`config.mk`:
```
export PLATFORM = sky130hd
export DESIGN_NAME = ula_multicycle_control
export DESIGN_NICKNAME = d
export VERILOG_FILES = /design/src/rtl/ula_multicycle_control.sv
export SDC_FILE = /design/constraint.sdc
export NUM_CORES = 1
export LEC_CHECK = 0
export ABC_AREA = 1
export BUFFER_PORTS_ARGS = -buffer_cell sky130_fd_sc_hd__buf_4
export CAP_MARGIN = 20
export CORE_ASPECT_RATIO = 0.8
export CORE_MARGIN = 5
export CORE_UTILIZATION = 40
export CTS_CLUSTER_DIAMETER = 200
export CTS_CLUSTER_SIZE = 16
export DETAILED_ROUTE_END_ITERATION = 6
export PLACE_DENSITY = 0.66
export REMOVE_ABC_BUFFERS = 1
export SETUP_SLACK_MARGIN = 0.1
export SYNTH_ARGS = -nofsm -noshare
export SYNTH_HDL_FRONTEND = slang
export SYNTH_SLANG_ARGS = --single-unit
```
`constraint.sdc`:
```
create_clock -name clk -period 1.6 [get_ports clk]
set_clock_uncertainty 0.1 [all_clocks]
set_input_delay 0.08 -clock clk [delete_from_list [all_inputs] [get_ports clk]]
set_output_delay 0.08 -clock clk [all_outputs]
set_load 0.005 [all_outputs]
```
`src/rtl/ula_multicycle_control.sv`:
```
// ula_multicycle_control
// ----------------------
// Multicycle MIPS control unit. It steps each instruction through fetch,
// decode, execute, memory and writeback states, drives the datapath selects
// and write enables, and turns Op/Funct into the 4-bit ALU operation code.
//
// Optional feature (compile-time macro ULA_CTRL_ILLEGAL_TRAP_EN):
//   defined   - an unknown Op (in DECODE) or Funct (in EXECUTE) parks the
//               unit in HALT with all outputs 0 and the sticky Illegal flag
//               set; only reset leaves HALT.
//   undefined - an unknown Op/Funct returns to FETCH without any write
//               (a NOP). There is no HALT state and no Illegal port.
//
// Ports:
//   clk        in   rising-edge clock
//   reset      in   asynchronous active-high reset (forces INIT, outputs 0)
//   Op         in   [5:0] opcode, stable from the cycle after FETCH
//   Funct      in   [5:0] R-type function field
//   Zero       in   ALU zero flag, only used in BRANCH
//   ALUControl out  [3:0] ALU code (AND 0000, OR 0011, ADD 0010, SUB 0110, SLT 0111)
//   ALUSrcA    out  0=PC, 1=register A
//   ALUSrcB    out  [1:0] 00=reg B, 01=4, 10=sign-ext imm, 11=imm<<2
//   IorD       out  memory address: 0=PC, 1=ALUOut
//   IRWrite    out  instruction register load
//   MemWrite   out  data memory write
//   RegWrite   out  register file write
//   RegDst     out  0=rt, 1=rd
//   MemtoReg   out  0=ALUOut, 1=memory data
//   PCSrc      out  [1:0] 00=ALU result, 01=ALUOut, 10=jump target
//   PCEn       out  PC load enable = PCWrite | (Branch & Zero)
//   Illegal    out  sticky illegal-instruction flag (macro builds only)
//   dbg_state  out  [3:0] current state, for observation only
//
// Handshake: none. The unit free-runs one state per clock; the datapath is
// expected to honour every enable in the cycle it is asserted.

module ula_multicycle_control (
   input  logic       clk,
   input  logic       reset,
   input  logic [5:0] Op,
   input  logic [5:0] Funct,
   input  logic       Zero,
   output logic [3:0] ALUControl,
   output logic       ALUSrcA,
   output logic [1:0] ALUSrcB,
   output logic       IorD,
   output logic       IRWrite,
   output logic       MemWrite,
   output logic       RegWrite,
   output logic       RegDst,
   output logic       MemtoReg,
   output logic [1:0] PCSrc,
   output logic       PCEn,
`ifdef ULA_CTRL_ILLEGAL_TRAP_EN
   output logic       Illegal,
`endif
   output logic [3:0] dbg_state
);

   localparam logic [3:0] ALU_AND = 4'b0000;
   localparam logic [3:0] ALU_OR  = 4'b0011;
   localparam logic [3:0] ALU_ADD = 4'b0010;
   localparam logic [3:0] ALU_SUB = 4'b0110;
   localparam logic [3:0] ALU_SLT = 4'b0111;

   localparam logic [5:0] OP_LW   = 6'b100011;
   localparam logic [5:0] OP_SW   = 6'b101011;
   localparam logic [5:0] OP_RTYP = 6'b000000;
   localparam logic [5:0] OP_BEQ  = 6'b000100;
   localparam logic [5:0] OP_ADDI = 6'b001000;
   localparam logic [5:0] OP_J    = 6'b000010;

   typedef enum logic [3:0] {
      S_INIT    = 4'd0,
      S_FETCH   = 4'd1,
      S_DECODE  = 4'd2,
      S_MEMADR  = 4'd3,
      S_MEMRD   = 4'd4,
      S_MEMWB   = 4'd5,
      S_MEMWR   = 4'd6,
      S_EXECUTE = 4'd7,
      S_ALUWB   = 4'd8,
      S_BRANCH  = 4'd9,
      S_ADDIEX  = 4'd10,
      S_ADDIWB  = 4'd11,
      S_JUMP    = 4'd12
`ifdef ULA_CTRL_ILLEGAL_TRAP_EN
      ,S_HALT   = 4'd13
`endif
   } state_t;

   // Where an unrecognised Op or Funct sends the machine.
`ifdef ULA_CTRL_ILLEGAL_TRAP_EN
   localparam state_t S_BAD = S_HALT;
`else
   localparam state_t S_BAD = S_FETCH;
`endif

   state_t state;
   state_t nxt;
   logic   pcwrite;
   logic   branch;

   function automatic logic funct_valid(input logic [5:0] f);
      case (f)
         6'b100000, 6'b100010, 6'b100100, 6'b100101, 6'b101010: return 1'b1;
         default: return 1'b0;
      endcase
   endfunction

   function automatic logic [3:0] funct_alu(input logic [5:0] f);
      case (f)
         6'b100000: return ALU_ADD;
         6'b100010: return ALU_SUB;
         6'b100100: return ALU_AND;
         6'b100101: return ALU_OR;
         6'b101010: return ALU_SLT;
         default:   return ALU_AND;
      endcase
   endfunction

   always_comb begin
      nxt = state;
      case (state)
         S_INIT:    nxt = S_FETCH;
         S_FETCH:   nxt = S_DECODE;
         S_DECODE: begin
            case (Op)
               OP_LW, OP_SW: nxt = S_MEMADR;
               OP_RTYP:      nxt = S_EXECUTE;
               OP_BEQ:       nxt = S_BRANCH;
               OP_ADDI:      nxt = S_ADDIEX;
               OP_J:         nxt = S_JUMP;
               default:      nxt = S_BAD;
            endcase
         end
         S_MEMADR:  nxt = (Op == OP_LW) ? S_MEMRD : S_MEMWR;
         S_MEMRD:   nxt = S_MEMWB;
         S_MEMWB:   nxt = S_FETCH;
         S_MEMWR:   nxt = S_FETCH;
         S_EXECUTE: nxt = funct_valid(Funct) ? S_ALUWB : S_BAD;
         S_ALUWB:   nxt = S_FETCH;
         S_BRANCH:  nxt = S_FETCH;
         S_ADDIEX:  nxt = S_ADDIWB;
         S_ADDIWB:  nxt = S_FETCH;
         S_JUMP:    nxt = S_FETCH;
`ifdef ULA_CTRL_ILLEGAL_TRAP_EN
         S_HALT:    nxt = S_HALT;
`endif
         default:   nxt = S_INIT;
      endcase
   end

   // Outputs are registered from the state being entered, so each output
   // is the Moore decode of the state it is held alongside. Funct is already
   // stable when DECODE hands over to EXECUTE, so the ALU code for EXECUTE
   // can be latched on that edge.
   always_ff @(posedge clk or posedge reset) begin
      if (reset) begin
         state      <= S_INIT;
         ALUControl <= ALU_AND;
         ALUSrcA    <= 1'b0;
         ALUSrcB    <= 2'b00;
         IorD       <= 1'b0;
         IRWrite    <= 1'b0;
         MemWrite   <= 1'b0;
         RegWrite   <= 1'b0;
         RegDst     <= 1'b0;
         MemtoReg   <= 1'b0;
         PCSrc      <= 2'b00;
         pcwrite    <= 1'b0;
         branch     <= 1'b0;
`ifdef ULA_CTRL_ILLEGAL_TRAP_EN
         Illegal    <= 1'b0;
`endif
      end else begin
         state      <= nxt;
         ALUControl <= ALU_AND;
         ALUSrcA    <= 1'b0;
         ALUSrcB    <= 2'b00;
         IorD       <= 1'b0;
         IRWrite    <= 1'b0;
         MemWrite   <= 1'b0;
         RegWrite   <= 1'b0;
         RegDst     <= 1'b0;
         MemtoReg   <= 1'b0;
         PCSrc      <= 2'b00;
         pcwrite    <= 1'b0;
         branch     <= 1'b0;
         case (nxt)
            S_FETCH: begin
               ALUSrcB    <= 2'b01;
               ALUControl <= ALU_ADD;
               IRWrite    <= 1'b1;
               pcwrite    <= 1'b1;
            end
            S_DECODE: begin
               ALUSrcB    <= 2'b11;
               ALUControl <= ALU_ADD;
            end
            S_MEMADR, S_ADDIEX: begin
               ALUSrcA    <= 1'b1;
               ALUSrcB    <= 2'b10;
               ALUControl <= ALU_ADD;
            end
            S_MEMRD: IorD <= 1'b1;
            S_MEMWB: begin
               MemtoReg <= 1'b1;
               RegWrite <= 1'b1;
            end
            S_MEMWR: begin
               IorD     <= 1'b1;
               MemWrite <= 1'b1;
            end
            S_EXECUTE: begin
               ALUSrcA    <= 1'b1;
               ALUControl <= funct_alu(Funct);
            end
            S_ALUWB: begin
               RegDst   <= 1'b1;
               RegWrite <= 1'b1;
            end
            S_BRANCH: begin
               ALUSrcA    <= 1'b1;
               ALUControl <= ALU_SUB;
               PCSrc      <= 2'b01;
               branch     <= 1'b1;
            end
            S_ADDIWB: RegWrite <= 1'b1;
            S_JUMP: begin
               PCSrc   <= 2'b10;
               pcwrite <= 1'b1;
            end
`ifdef ULA_CTRL_ILLEGAL_TRAP_EN
            S_HALT: Illegal <= 1'b1;
`endif
            default: ;
         endcase
      end
   end

   // Zero reaches PCEn combinationally so a taken branch loads the PC in the
   // same BRANCH cycle; branch is 0 elsewhere, so Zero is ignored there.
   assign PCEn      = pcwrite | (branch & Zero);
   assign dbg_state = state;

endmodule

```
# Word level (Yosys, flattened, before mapping)
# Cells that the tools add are included.
# W data, S select, Z words.
[word_totals]
output_inout_bits = 20
input_bits = 15
word_cells = 79
ff_bits = 21
[op_classes]
n_mux = 19
n_bitwise = 2
eq_ne = 34
reduce_logical = 11
[ops]
columns = ["op", "n"]
rows = [
  ["$eq A6 B6 Y1 const B", 7],
  ["$eq A4 B4 Y1 const B", 10],
  ["$eq A4 B3 Y1 const B", 8],
  ["$pmux W4 S7", 1],
  ["$pmux W4 S5", 1],
  ["$eq A4 B2 Y1 const B", 4],
  ["$pmux W3 S4", 1],
  ["$mux W1", 11],
  ["$pmux W3 S3", 1],
  ["$eq A4 B1 Y1 const B", 2],
  ["$reduce_or A2 Y1", 4],
  ["$reduce_or A4 Y1", 2],
  ["$reduce_or A7 Y1", 1],
  ["$eq A6 B2 Y1 const B", 1],
  ["$eq A6 B3 Y1 const B", 1],
  ["$eq A6 B4 Y1 const B", 1],
  ["$logic_not A6 Y1", 1],
  ["$pmux W2 S3", 1],
  ["$reduce_or A5 Y1", 1],
  ["$logic_not A4 Y1", 1],
  ["$mux W4", 1],
  ["$pmux W2 S2", 1],
  ["$reduce_or A3 Y1", 1],
  ["$mux W2", 1],
  ["2 further kinds", 2],
]

# Longest topological paths before layout
# Gate-level depths: netlist of the first run.
[depth]
word_depth = 9
ltp_mapped = 12
mapped_depth_nobuf = 12

# Worst setup path after synthesis of the first run
# No wires, ideal clock.
[synth_path]
kind = "register to register"
from = "register state[2] (netlist: dbg_state[2])"
to = "register ALUSrcB[0]"
t_arrival_ns = 1.347
period_less_slack_ns = 1.515
required_time_ns = 1.432
path_slack_ns = 0.085
n_path_buf = 0
setup_time_ns = 0.068
stages_incl_launch_ff = 11
cell_sequence = "dfrtp_1 -> nor2_4 -> inv_2 -> nor2_2 -> nand3_1 -> nand2_1 -> inv_2 -> nand2_4 -> nand2_2 -> or2_1 -> nand2_1"
[synth_via]
elab_chain_len = 6
word_cells_on_any_way = 21
cone_classes = "eq/ne: 16; mux: 2; reduce/logical: 3"
[synth_rtl]
columns = ["item", "line", "text"]
rows = [
  ["from (decl)", "99", "state_t state;"],
  ["from (signal assigned)", "177", "state <= nxt;"],
  ["$eq A4 B4 Y1, or another cell as far along", "124", "case (state)"],
  ["$reduce_or A7 Y1 (no line)", "-", ""],
  ["$pmux W4 S7 *", "124", ""],
  ["named net nxt[0]", "100", "state_t nxt;"],
  ["$eq A4 B2 Y1 / $eq A4 B4 Y1 (equally long branches)", "190", "case (nxt)"],
  ["$reduce_or A2 Y1", "-", ""],
  ["$pmux W2 S3 *", "190", ""],
  ["to (signal assigned)", "192", "ALUSrcB <= 2'b01;"],
  ["to (signal assigned)", "198", "ALUSrcB <= 2'b11;"],
  ["to (signal assigned)", "203", "ALUSrcB <= 2'b10;"],
  ["to (decl)", "45", "output logic [1:0] ALUSrcB,"],
]
# The timed path passes the listed nets; every way through them passes the cells marked *.

# Final worst setup path of the first run
[layout_path]
from = "register state[0] (netlist: dbg_state[0])"
to = "register ALUControl[1]"
[layout_via]
elab_chain_len = 6
word_cells_on_any_way = 23
cone_classes = "eq/ne: 18; mux: 2; reduce/logical: 3"
[layout_rtl]
columns = ["item", "line", "text"]
rows = [
  ["$eq A4 B4 Y1, or another cell as far along", "124", ""],
  ["$reduce_or A7 Y1 (no line)", "-", ""],
  ["$pmux W4 S7 *", "124", ""],
  ["named net nxt[1]", "100", ""],
  ["$eq A4 B1 Y1, or another cell as far along", "190", ""],
  ["$reduce_or A4 Y1 (no line)", "-", ""],
  ["$pmux W3 S3 *", "190", ""],
  ["to (signal assigned)", "217", "ALUControl <= funct_alu(Funct);"],
  ["to (decl)", "43", "output logic [3:0] ALUControl,"],
]
# Marked as above.

==> results.sh, run 1 <==
export IMPL_netlist_instances=137
export IMPL_die_w_um=67.8
export IMPL_grt_use_total_pct=13.7
export IMPL_numCtsBuffers=3
export IMPL_synth_avg_cell_area_um2=7.81
export IMPL_dr_first_iter_drc_count=34
export IMPL_insertion_delay_ns=0.30
export IMPL_cts_tree="yes"
export IMPL_clkSinkCount=19
export IMPL_pwr_density_cell_nw_per_um2=1570
export IMPL_reg2reg_slack_ns=-0.06
export IMPL_min_period_ns=1.66
export IMPL_maxCapViolations=0
export IMPL_root_buffer="clkbuf_4"
export IMPL_clk_transition_reported_paths_ns=0.11
export IMPL_die_h_um=56.3
export IMPL_first_global_vias=941
export IMPL_hold_violations=1
export IMPL_antenna_found_initial=0
export IMPL_ir_worst_vdd_uv=849
export IMPL_violations="hold timing, setup timing"
export IMPL_dr_pass1_iters=4
export IMPL_gp_congestion=0.876
export IMPL_slew_headroom_pct=52.5
export IMPL_drc=0
export IMPL_numPortBuffers=33
export IMPL_criticalPathCategory="flop to flop"
export IMPL_leakage_nw=0.930
export IMPL_ios=35
export IMPL_path_max_fanout=5
export IMPL_dpl_cell_area_um2=1420
export IMPL_final_fill_count=228
export IMPL_timing_hold_ws_ns=-0.0124
export IMPL_pwr_share_clk_pct=9.2
export IMPL_drv_slew=0
export IMPL_setup_violations=8
export IMPL_fin_ws_ns=-0.0576
export IMPL_p_int_mw=1.55
export IMPL_combPwrFrac_pct=62.3
export IMPL_num_vias=1056
export IMPL_fmax_mhz=603
export IMPL_ys_types=23
export IMPL_fin_setup_tns_ns=-0.241
export IMPL_cts_htree_levels=1
export IMPL_seq_area_frac_synth_pct=44.4
export IMPL_worst_ep_arrival_time_ns=1.76
export IMPL_diodes=0
export IMPL_clk_path_buf_depth=2
export IMPL_fin_cells=230
export IMPL_start_util_pct=42.8
export IMPL_seqPwrFrac_pct=28.5
export IMPL_rows=16
export IMPL_grt_max_degree=20
export IMPL_finalCritPeriodShare_pct=104
export IMPL_wire_per_inst_um=11.7
export IMPL_p_switching_mw=1.04
export IMPL_core_um2=2500
export IMPL_routed_wl_um=2690
export IMPL_grt_overflow=0
export IMPL_yosysWarnings=0
export IMPL_syn_to_final_growth_pct=53.9
export IMPL_rsz0062_at_grt="yes"
export IMPL_p_total_mw=2.59
export IMPL_nNetsFinal=210
export IMPL_netlist_area_um2=1070
export IMPL_hold_class="primary input to flop"
export IMPL_viasPerCell=4.59
export IMPL_switching_share_pct=40.1
export IMPL_grt_pass1_wl_um=4130
export IMPL_critPathLaunchType="flop"
export IMPL_end_kind="flop"
export IMPL_critPathRequiredTime_ns=1.70
export IMPL_design_area_um2=1650
export IMPL_postRouteAntennaNets=0
export IMPL_dp_hpwl_um=2020
export IMPL_synth_seq_cells=19
export IMPL_worstMarginPinSlew_ns=0.712
export IMPL_dieArea_um2=3820
export IMPL_numPlacedInstances=214
export IMPL_status="finished with violations"
export IMPL_drive_gt1_share_pct=53.6
## flip-flops by register name, indices dropped and copies added, names as in the netlist
register    cells
IorD            1
ALUControl      3
ALUSrcB         2
PCSrc           1
RegWrite        1
ALUSrcA         1
IRWrite         1
pcwrite         1
MemtoReg        1
MemWrite        1
dbg_state       4
branch          1
RegDst          1
## worst paths after layout
kind | cells past startpoint | endpoint | start
min in group asynchronous | 3 | branch | reset
worst max-delay path | 12 | ALUControl[1] | dbg_state[0]
worst min-delay path | 4 | ALUControl[2] | Funct[4]
max in group asynchronous | 3 | dbg_state[3] | reset
worst max register to register | 12 | ALUControl[1] | dbg_state[0]
worst min register to register | 4 | MemtoReg | dbg_state[3]
## logic make-up (layout without fill, tap and decap cells)
logic type	Yosys count	count (layout)	synth area share [%]
buffers and inverters	28	85	10.5
AOI/OAI and AO/OA	6	6	4.21
DFF	19	19	44.4
other	1	1	0.351
and+or+nand+nor	83	83	40.5
## cells in the mapped netlist, drive strengths merged
library cell / count / area, µm²
nand3b: 2 / 15.0
nand2: 28 / 130
nand3: 17 / 100
conb: 1 / 3.75
nor2: 29 / 141
a21oi: 3 / 18.8
nand4: 4 / 25.0
o21a: 1 / 7.51
or2: 1 / 6.26
dfrtp: 19 / 475
a21o: 1 / 7.51
buf: 2 / 15.0
inv: 26 / 97.6
nor3: 2 / 15.0
o21bai: 1 / 11.3
## timing repair
action,CTS,global route
setup buffers,8,1
setup endpoints to repair,9,11
hold buffers,2,1
hold endpoints to repair,21,1
resized for setup,12,19
pin swaps,11,11
## critical path, stage by stage (launching register included)
cell	delay (ns)
dfrtp_2	0.46
inv_2	0.05
nand2_2	0.07
inv_2	0.05
buf_6	0.11
nand3_4	0.09
nand3_4	0.07
nor2_4	0.15
inv_2	0.07
nand2_4	0.10
nor2_4	0.05
a21oi_1	0.12
nand2_1	0.06
## final cells by class
class / count / area [µm²] / share of cell area (%)
sequential: 19 / 480 / 29.2
timing repair buffer: 55 / 428 / 26.0
inverter: 26 / 97.6 / 5.93
clock buffer: 4 / 26.3 / 1.60
tap: 36 / 45.0 / 2.74
multi-input combinational: 90 / 569 / 34.6
## layer usage
| metal | vias up | GRT usage, % | share of wire [%] |
|---|---|---|---|
| met1 | 494 | 18.8 | 44 |
| met2 | 28 | 21.6 | 50 |
| met3 | 2 | 2.99 | 4.8 |
| met4 | 0 | 3.40 | 0.71 |
| li1 | 532 | - | - |
| met5 | - | 0 | 0 |
## through the flow
step / setup slack (ns) / utilization [%]
floorplan: 0.0850 / -
global placement: -0.0397 / 56.9
detailed placement: -0.0484 / 56.9
global route: -0.154 / 65.8
CTS: -0.0309 / 62.7
finish: -0.0576 / 65.8
## cells in the final DEF, fill, tap and decap left out, types with 4 or more instances in the layout
cell type  count
nand2_1       16
buf_4         50
nor2_2         5
nor2_4         8
nand2_2        8
nand3_1       13
inv_1         14
nand2_4        4
nand4_1        4
dfrtp_2        4
nor2_1        16
dfrtp_1       15
inv_2         12
## power groups by stage
stage / registers (mW) / clock network [mW] / logic, mW
after detailed placement: 0.715 / 0 / 1.22
after global placement: 0.709 / 0 / 1.21
after CTS: 0.706 / 0.250 / 1.49
final: 0.737 / 0.237 / 1.61
after floorplan: 0.723 / 0 / 0.683
after global routing: 0.750 / 0.280 / 1.77
No activity file was read; power rests on OpenSTA's default activity.
==> run 2, diff against run 1 <==
==> constraint.sdc (replaced) <==
create_clock -name clk -period 1.6 [get_ports clk]
set_clock_uncertainty 0.1 [all_clocks]
set_input_delay 0.08 -clock clk [delete_from_list [all_inputs] [get_ports clk]]
set_output_delay 0.08 -clock clk [all_outputs]
set_load 0.02 [all_outputs]
==> run 2 against run 1 <==
The flow finishes with violations (setup timing); clock power is 4% higher; critical path depth is 3 lower; core utilization is 1.0 points lower; maximum frequency is 0.86% lower; total power is 4.3% higher; clock-buffer cell count is 1 lower; largest power group unchanged.
==> results.sh, run 2 (synthesis results as in run 1) <==
export IMPL_worst_ep_arrival_time_ns=1.81
export IMPL_fin_setup_tns_ns=-0.268
export IMPL_num_vias=1060
export IMPL_p_total_mw=2.70
export IMPL_max_stage_delay_ns=0.45
export IMPL_ios=35
export IMPL_maxCapViolations=0
export IMPL_postRouteAntennaNets=0
export IMPL_grt_use_total_pct=14.5
export IMPL_rsz0062_at_grt="yes"
export IMPL_insertion_delay_ns=0.30
export IMPL_cpMostUsedCell="nor2_4"
export IMPL_pre_cts_slack_ns=-0.0320
export IMPL_crit_buf_inv=1
export IMPL_pwr_density_cell_nw_per_um2=1660
export IMPL_criticalPathCategory="flop to flop"
export IMPL_diodes=0
export IMPL_dr_first_iter_drc_count=38
export IMPL_finalCritPeriodShare_pct=104
export IMPL_antenna_found_initial=0
export IMPL_path_max_fanout=4
export IMPL_drv_slew=0
export IMPL_dp_hpwl_um=2020
export IMPL_viasPerCell=4.63
export IMPL_routed_wl_um=2730
export IMPL_root_buffer="clkbuf_4"
export IMPL_grt_pass1_wl_um=4310
export IMPL_wire_per_inst_um=11.9
export IMPL_drive_gt1_share_pct=54.4
export IMPL_cp_top_family="simple AND/OR/NAND/NOR gates"
export IMPL_status="finished with violations"
export IMPL_cts_htree_levels=1
export IMPL_violations="setup timing"
export IMPL_switching_share_pct=43.7
export IMPL_dieArea_um2=3820
export IMPL_worstMarginPinSlew_ns=0.687
export IMPL_combPwrFrac_pct=64.2
export IMPL_critPathLaunchType="flop"
export IMPL_clkSinkCount=19
export IMPL_hold_class="primary input to flop"
export IMPL_core_um2=2500
export IMPL_cts_tree="yes"
export IMPL_seqPwrFrac_pct=26.7
export IMPL_critPathRequiredTime_ns=1.74
export IMPL_p_switching_mw=1.18
export IMPL_pwr_share_clk_pct=9.1
export IMPL_design_area_um2=1620
export IMPL_first_global_vias=973
export IMPL_gp_congestion=0.890
export IMPL_dr_pass1_iters=4
export IMPL_grt_overflow=0
export IMPL_clk_path_buf_depth=2
export IMPL_end_kind="flop"
export IMPL_leakage_nw=0.927
export IMPL_fmax_mhz=598
export IMPL_final_util_pct=64.8
export IMPL_syn_to_final_growth_pct=51.6
export IMPL_min_period_ns=1.67
export IMPL_dpl_cell_area_um2=1420
export IMPL_clk_transition_reported_paths_ns=0.11
export IMPL_cp_cell_sequence="nor2_4, nand2_2, nor2_4, nor2_4, inv_2, nand4_1, nor2_4, nand2_2, o21bai_2"
export IMPL_numPortBuffers=33
export IMPL_fin_ws_ns=-0.0720
export IMPL_start_util_pct=42.8
export IMPL_numCtsBuffers=3
export IMPL_die_w_um=67.8
export IMPL_slew_headroom_pct=54.1
export IMPL_slowest_stage="dfrtp_2"
export IMPL_layout_common_cells="buf_4, nor2_1, dfrtp_1, inv_1, nand2_1"
export IMPL_die_h_um=56.3
export IMPL_drc=0
export IMPL_hold_violations=0
export IMPL_grt_max_degree=20
export IMPL_nNetsFinal=209
export IMPL_setup_violations=7
export IMPL_largest_reg_flops=4
export IMPL_p_int_mw=1.52
export IMPL_layout_commonest_cell="buf_4"
export IMPL_rows=16
export IMPL_ir_worst_vdd_uv=830
## run 2: cell types whose count changed in the layout (fill, tap and decap cells not counted), sizes merged
cell,previous run,this run
clkinv,0,1
buf,52,51
clkbuf,4,3
## run 2: what timing repair did
| action | 4_1_cts | 5_1_grt |
|---|---|---|
| buffers inserted | 3 | 5 |
| hold endpoints to repair | 21 | 0 |
| hold buffers | 3 | 0 |
| pin swaps | 5 | 17 |
| setup endpoints to repair | 8 | 11 |
| gates resized for setup | 6 | 20 |
## run 2: metal layers
metal / up-vias / wire (µm) / track usage (%)
li1: 534 / - / -
met1: 491 / 1150 / 19.6
met2: 31 / 1420 / 22.6
met3: 4 / 137 / 3.79
met4: 0 / 25 / 4.25
met5: - / 0 / 0
## run 2: path summary, 6_finish.rpt
check	cells past startpoint	startpoint	slack, ns	end
hold reg to reg	4	dbg_state[3]	0.64	MemtoReg
setup / recovery	9	dbg_state[2]	-0.07	ALUControl[2]
setup reg to reg	9	dbg_state[2]	-0.07	ALUControl[2]
min in group asynchronous	3	reset	0.33	pcwrite
max in group asynchronous	3	reset	0.59	dbg_state[0]
hold / removal	4	Funct[0]	0.009	ALUControl[2]
## run 2: worst min-delay path, cell delays in order
cell      delay (ns)
buf_4           0.09
nor2_1          0.05
nand3_1         0.09
o21bai_2        0.07
## run 2: area by class of cell
| cell class | instances | area (µm²) |
|---|---|---|
| fill | 211 | 881 |
| multi-input combinational | 90 | 558 |
| sequential | 19 | 480 |
| timing repair buffer | 54 | 413 |
| inverter | 26 | 97.6 |
| tap | 36 | 45.0 |
| clock buffer | 3 | 22.5 |
| clock inverter | 1 | 5.00 |
## run 2: power by group through the flow
| stage | clock network [mW] | registers [mW] | logic (mW) |
|---|---|---|---|
| after floorplan | 0 | 0.870 | 0.696 |
| after global placement | 0 | 0.706 | 1.38 |
| after detailed placement | 0 | 0.711 | 1.39 |
| after CTS | 0.254 | 0.701 | 1.51 |
| after global routing | 0.281 | 0.735 | 1.88 |
| final | 0.246 | 0.719 | 1.73 |
## run 2: stage by stage
step	instances	hold slack, ns
floorplan	135	-0.0689
global route	229	0.000901
detailed placement	214	0.130
finish	229	0.00894
global placement	214	0.123
CTS	224	0.00676
